## config.mk

```make
export PLATFORM = sky130hd
export DESIGN_NAME = matrix_weight_sequencer
export DESIGN_NICKNAME = d
export VERILOG_FILES = /design/src/rtl/matrix_weight_sequencer.sv
export SDC_FILE = /design/constraint.sdc
export NUM_CORES = 1
export LEC_CHECK = 0
export ABC_AREA = 1
export CORE_MARGIN = 4
export CORE_UTILIZATION = 40
export CTS_CLUSTER_SIZE = 14
export DETAILED_ROUTE_END_ITERATION = 6
export GPL_TIMING_DRIVEN = 0
export PLACE_DENSITY = 0.73
export SYNTH_ARGS = -nofsm -noshare
export SYNTH_HDL_FRONTEND = slang
export SYNTH_SLANG_ARGS = --single-unit
```

## constraint.sdc

```tcl
create_clock -name clk -period 5 [get_ports clk]
set_input_delay 1 -clock clk [delete_from_list [all_inputs] [get_ports clk]]
set_output_delay 1 -clock clk [all_outputs]
set_load 0.1 [all_outputs]
```

## src/rtl/matrix_weight_sequencer.sv

```systemverilog
// matrix_weight_sequencer
//   Programs or verifies the off-diagonal coupling weights of the Ising coupling
//   matrix through its shared port. A sweep visits every (s, d) cell with s != d,
//   s outer and d inner. For each cell one 32-bit weight is taken from the input
//   stream. That weight is then either written into the cell or compared with the
//   cell's read data.
//
// Ports
//   clk, axi_rstn            clock, asynchronous active-low reset
//   start, mode, abort       command pulse, 0=write/1=verify (sampled with start), abort
//   in_valid/in_data/in_ready weight stream
//   wready, wr_match          matrix write strobe and cell select
//   s_addr, d_addr, s_gt_d    registered cell address and its ordering flag
//   wdata, rdata              weight to the matrix, combinational read data back
//   busy, done, aborted       status: sweep active, completion pulse, sticky abort
//   mismatch_cnt              saturating verify-mismatch count for the last sweep
module matrix_weight_sequencer #(
  parameter int N  = 8,
  parameter int AW = $clog2(N)
) (
  input  logic          clk,
  input  logic          axi_rstn,
  input  logic          start,
  input  logic          mode,
  input  logic          abort,
  input  logic          in_valid,
  input  logic [31:0]   in_data,
  output logic          in_ready,
  output logic          wready,
  output logic          wr_match,
  output logic [AW-1:0] s_addr,
  output logic [AW-1:0] d_addr,
  output logic          s_gt_d,
  output logic [31:0]   wdata,
  input  logic [31:0]   rdata,
  output logic          busy,
  output logic          done,
  output logic          aborted,
  output logic [15:0]   mismatch_cnt
);

  typedef enum logic [2:0] {
    ST_IDLE  = 3'd0,
    ST_FETCH = 3'd1,
    ST_ISSUE = 3'd2,
    ST_CHECK = 3'd3,
    ST_DONE  = 3'd4
  } state_t;

  localparam logic [AW-1:0] S_LAST = AW'(N - 1);
  localparam logic [AW-1:0] D_LAST = AW'(N - 2);

  state_t        state_q, state_d;
  logic          mode_q, mode_d;
  logic [AW-1:0] s_q, s_d;
  logic [AW-1:0] d_q, d_d;
  logic          s_gt_d_q, s_gt_d_d;
  logic [31:0]   wdata_q, wdata_d;
  logic [15:0]   mism_q, mism_d;
  logic          aborted_q, aborted_d;

  logic [AW:0]   d_plus1_s, d_plus2_s, d_step_s;
  logic [AW-1:0] s_adv_s, d_adv_s;
  logic          last_cell_s;

  // Next cell in sweep order: d steps over the diagonal, wraps into the next s row.
  always_comb begin
    d_plus1_s = {1'b0, d_q} + {{AW{1'b0}}, 1'b1};
    d_plus2_s = d_plus1_s + {{AW{1'b0}}, 1'b1};
    if (d_plus1_s == {1'b0, s_q}) begin
      d_step_s = d_plus2_s;
    end else begin
      d_step_s = d_plus1_s;
    end
    if (d_step_s >= (AW+1)'(N)) begin
      s_adv_s = s_q + AW'(1'b1);
      // Row 0 must start at column 1 to skip the diagonal.
      if (s_adv_s == {AW{1'b0}}) begin
        d_adv_s = AW'(1'b1);
      end else begin
        d_adv_s = {AW{1'b0}};
      end
    end else begin
      s_adv_s = s_q;
      d_adv_s = d_step_s[AW-1:0];
    end
    last_cell_s = (s_q == S_LAST) && (d_q == D_LAST);
  end

  // Sweep state machine: next state and next values of every register.
  always_comb begin
    state_d   = state_q;
    mode_d    = mode_q;
    s_d       = s_q;
    d_d       = d_q;
    wdata_d   = wdata_q;
    mism_d    = mism_q;
    aborted_d = aborted_q;
    case (state_q)
      ST_IDLE: begin
        // start beats abort here; abort is meaningless while idle.
        if (start) begin
          mode_d    = mode;
          mism_d    = 16'h0000;
          aborted_d = 1'b0;
          s_d       = {AW{1'b0}};
          d_d       = AW'(1'b1);
          state_d   = ST_FETCH;
        end else begin
          state_d = ST_IDLE;
        end
      end
      ST_FETCH: begin
        if (abort) begin
          aborted_d = 1'b1;
          state_d   = ST_IDLE;
        end else if (in_valid) begin
          wdata_d = in_data;
          state_d = ST_ISSUE;
        end else begin
          state_d = ST_FETCH;
        end
      end
      ST_ISSUE: begin
        // A write strobe already on the port this cycle completes even on abort.
        if (abort) begin
          aborted_d = 1'b1;
          state_d   = ST_IDLE;
        end else if (mode_q) begin
          state_d = ST_CHECK;
        end else begin
          s_d     = s_adv_s;
          d_d     = d_adv_s;
          state_d = last_cell_s ? ST_DONE : ST_FETCH;
        end
      end
      ST_CHECK: begin
        if (abort) begin
          aborted_d = 1'b1;
          state_d   = ST_IDLE;
        end else begin
          if ((rdata != wdata_q) && (mism_q != 16'hFFFF)) begin
            mism_d = mism_q + 16'd1;
          end else begin
            mism_d = mism_q;
          end
          s_d     = s_adv_s;
          d_d     = d_adv_s;
          state_d = last_cell_s ? ST_DONE : ST_FETCH;
        end
      end
      ST_DONE: begin
        if (abort) begin
          aborted_d = 1'b1;
        end else begin
          aborted_d = aborted_q;
        end
        state_d = ST_IDLE;
      end
      default: begin
        state_d = ST_IDLE;
      end
    endcase
    s_gt_d_d = (s_d > d_d);
  end

  // State and datapath registers.
  always_ff @(posedge clk or negedge axi_rstn) begin
    if (!axi_rstn) begin
      state_q   <= ST_IDLE;
      mode_q    <= 1'b0;
      s_q       <= {AW{1'b0}};
      d_q       <= {AW{1'b0}};
      s_gt_d_q  <= 1'b0;
      wdata_q   <= 32'h0000_0000;
      mism_q    <= 16'h0000;
      aborted_q <= 1'b0;
    end else begin
      state_q   <= state_d;
      mode_q    <= mode_d;
      s_q       <= s_d;
      d_q       <= d_d;
      s_gt_d_q  <= s_gt_d_d;
      wdata_q   <= wdata_d;
      mism_q    <= mism_d;
      aborted_q <= aborted_d;
    end
  end

  // Port controls are pure decodes of the state register.
  assign in_ready     = (state_q == ST_FETCH);
  assign wr_match     = (state_q == ST_ISSUE) || (state_q == ST_CHECK);
  assign wready       = (state_q == ST_ISSUE) && !mode_q;
  assign busy         = (state_q != ST_IDLE);
  assign done         = (state_q == ST_DONE);
  assign s_addr       = s_q;
  assign d_addr       = d_q;
  assign s_gt_d       = s_gt_d_q;
  assign wdata        = wdata_q;
  assign aborted      = aborted_q;
  assign mismatch_cnt = mism_q;

endmodule

```

Word level (Yosys, flattened, before mapping)
Index checks and enable logic that the tools add are counted.

Input port bits: 70. Logic and storage cells: 72. Bits in registers: 60.

Add/sub/neg operators: 4. Reductions and logical operators: 15. Muxes and demuxes: 29. Magnitude comparators: 2. Equal/unequal tests: 13. Bitwise operators: 1.

Operators by type and width (count): 16-bit two-way mux (3); 3-bit two-way mux (14); 32-bit inequality test (1); 16-bit case mux with 2 select lines (1); 3-bit case mux with 3 select lines (2); 16-bit by 1-bit adder with 16-bit output, second input constant (1); 16-bit inequality test, second input constant (1); 3-bit case mux with 4 select lines (1); 3-bit == test, second input constant (3); 3-bit by 2-bit == test with 1-bit output, second input constant (2); 3-bit zero test (2); 2-bit inequality test, second input constant (3); 3-bit AND reduction (2); 3-bit by 1-bit adder with 4-bit output, second input constant (1); 4-bit by 1-bit adder with 4-bit output, second input constant (1); 4-bit by 3-bit == test with 1-bit output (1); 4-bit greater-or-equal comparator, second input constant (1); 1-bit two-way mux (4); 2-bit two-way mux (2); 4-bit two-way mux (1); 4-bit AND reduction (1); 2-bit nonzero test (2); 4-bit OR reduction (1); 3-bit by 1-bit adder with 3-bit output, second input constant (1); 10 further kinds (12).

Logic depth before layout (Yosys ltp)
Depth after elaboration: 9. Depth in mapped cells: 17. Mapped depth without buffers: 16.

Worst setup path after synthesis
No wires, ideal clock.

Kind: register to output. Start: register state_q[2]. End: output done. Path slack: 1.396 ns. Cell stages (with the launch flop): 3. Arrival time: 2.604 ns. Cell sequence: dfrtp_1 inv_1 nor3_1.

Word-level cells in the longest chain between the ends: 1.

RTL lines: from (decl) (RTL line 53) `state_t state_q, state_d;`; from (signal assigned) (RTL line 179) `state_q <= state_d;`; 3-bit == test (RTL line 195) `assign done = (state_q == ST_DONE);`; to (decl) (RTL line 37) `output logic done,`.

Every way passes these cells.

Worst setup path after layout
Ends and elaborated chain as after synthesis.

==> impl_results.md <==
- Status: finished clean
- Layout Area Growth over Synthesis: 44.02%
- Pre-antenna DRT Iters: 4
- Post-cts hold buffer count: 0
- Starting DRC count in detailed routing: ~140
- H-tree depth: 3
- Clock Root Buffer: clkbuf_8
- Placed Cells: between 600 and 700
- Synth Cell Area: between 3000 and 4000 sq um
- Via density: 4.930
- Ys async rst share: 1.000
- Final Util: 0.5973
- Most numerous cell in the Yosys netlist: nand2_1
- Post-synth top area cell: dfrtp_1
- Leakage: around 2.4 nW
- Routed wire length: between 10 and 15 mm
- Die W: just over 100 microns
- Post-DP Area: ~5100 sq um
- Kind of critical path: flop to primary output
- Starting Density: 0.4147
- FF-to-FF path depth: 16
- Setup crit start kind: flop
- Syn_area_per_cell: 7.922 sq um
- Class of the worst hold path: flop to flop
- Worst slew pin tran: 1022 ps
- Max frequency: around 0.3 GHz
- Crit-path max FO: 6
- Hold Fails Final Rpt: 0
- Largest net degree at the start of global routing: 61
- Initial antenna violation count: 0
- Syn nets: ~540
- Vias: around 3,500
- Post-CTS setup buffers: 0
- DP Wirelength: 8.240 mm
- Clock sinks: 60
- Post-CTS resize count: 0
- Gate power share: 0.616
- Hold slack final: between 400 and 500 ps
- Flop pwr share: 0.245
- Sw frac: 0.5571
- Tot GR Track Use: 0.1962
- First-pass GRT wire length: roughly 17 mm
- Maximum clock insertion buffer count: 2
- Vias in the first global route: 3,616
- Final Cycle Share: 0.6845
- Cell area after layout: 5260 sq um
- Post-synth top flop: dfrtp_1
- PnR Total Power: 3.048 mW
- Setup slack at placement: 1948 ps
- Remaining antenna violation count after routing: 0
- Synth warn: 0
- Share of cells above drive strength 1: 0.09736
- Worst IR drop on VDD: between 0.4 and 0.5 mV
- Share of the synthesized area in the top cell type: 0.4111
- Top cells by area, synth: dfrtp_1 (41%), nand2_1 (13%), mux2_2 (7.1%), xnor2_1 (7.0%), nor2_1 (6.4%)
- CP arrival: approximately 2400 ps
- I/O Buffers: around 130
- Clock-pin slew on the worst setup and hold paths: approximately 70 ps
- Core Box Area: 8806 sq um
- Num CTS Buffers: 9
- # setup viols final: 0
- Ant diodes: 0
- I/O pins: 131
- Final Max Tran Viols: 0
- CP endpoint kind: primary output
- GR Overflow Total: 0
- Final cell count without fillers: around 710
- Power Internal: ~1.4 mW
- Yosys reg bits: 60
- Final TNS setup: 0 ps
- Sw Pwr: around 1.7 mW
- Hold depth: 2
- Final setup margin: between 1500 and 2000 ps
- Row Count: 34
- Die Y: ~100 microns
- Post-synthesis sequential area ratio: 0.4111
- Clock share of power: 0.139
- NumNets Final: 679
- Cells after Synth: approximately 460
- Period minus WS final: roughly 3400 ps
- EDFF count, synth: 0
- Number of max-cap violations: 0
- Full die area: about 11,000 sq um
- Required time worst endpoint: about 4000 ps
- Netlist cell types: 36
- WL per Instance: approximately 15 microns
- Routability cong.: around 0.87
- Worst clock skew: 8.390 ps
- PwrDens: 579.5 nW/um^2
- Synth top cells by count: nand2_1 (126), nor2_1 (62), dfrtp_1 (60)
- # DRC: 0
- RSZ-0062 raised after global routing: false
- CTS tree: done
- Worst rel slew slack: 0.3167
- Clk_lat worst skew: approximately 340 ps
## cells by family (layout without fill, tap and decap cells)
family                   Yosys count  after routing  synth area share
AO/OA/AOI/OAI                     27             27           0.04248
XOR/XNOR                          40             40           0.09592
adder cells (fa/ha/maj)            8              8           0.02741
buffers and inverters             55            200           0.06063
flip-flops                        60             60            0.4111
multiplexers                      23             23           0.07092
AND/OR/NAND/NOR                  248            248            0.2915
## path summary, 6_finish.rpt
check / to / slack, ps / startpoint
max reg2reg: s_gt_d / 2170 / d_addr[0]
min reg2reg: aborted / 490 / aborted
max in group asynchronous: mismatch_cnt[15] / 3750 / axi_rstn
min in group asynchronous: wdata[20] / 730 / axi_rstn
max: done / 1580 / state_q[2]
min: aborted / 490 / aborted
## sequential cells by signal (all words and copies together) (netlist names)
signal	flops
aborted	1
d_addr	3
mismatch_cnt	16
mode_q	1
s_addr	3
s_gt_d	1
state_q	3
wdata	32
## power groups by stage
stage / sequential, mW / combinational [mW] / clock, mW
detailed placement: 0.754 / 1.89 / 0
floorplan: 1.69 / 0.467 / 0
global route: 0.768 / 1.97 / 0.456
finish: 0.746 / 1.88 / 0.423
global placement: 0.744 / 1.86 / 0
CTS: 0.746 / 1.89 / 0.437
## critical path, stage by stage, from the launching register on
cell and delay, ps:
dfrtp_1 470, inv_1 120, nor3_1 290, clkdlybuf4s50_1 1210
## cell type report
cell class                 instances  area (sq um)
buffer                            10         52.55
clock inverter                     5         52.55
timing repair buffer             129          1289
clock buffer                      11         131.4
tap                              108         135.1
sequential                        60          1501
fill                             793          3546
multi-input combinational        346          1929
inverter                          45         168.9
## metal layers
layer / track usage / vias to the layer above / wire length, microns
met5: 0 / - / 0
met4: 0.08262 / 0 / 294
met3: 0.03545 / 23 / 410
met2: 0.3439 / 93 / 5340
met1: 0.2369 / 1657 / 4356
li1: - / 1747 / -
## placed cells by master, fill, tap and decap left out, types with 5 or more instances in the layout
cell / count
inv_1: 42
xnor2_1: 29
xor2_1: 11
ha_1: 8
nand3_1: 39
nand2_1: 126
clkdlybuf4s50_1: 128
mux2_2: 23
dfrtp_1: 60
a21oi_1: 14
buf_2: 5
nor2_1: 62
clkbuf_8: 9
No activity file was read; power rests on OpenSTA's default activity.
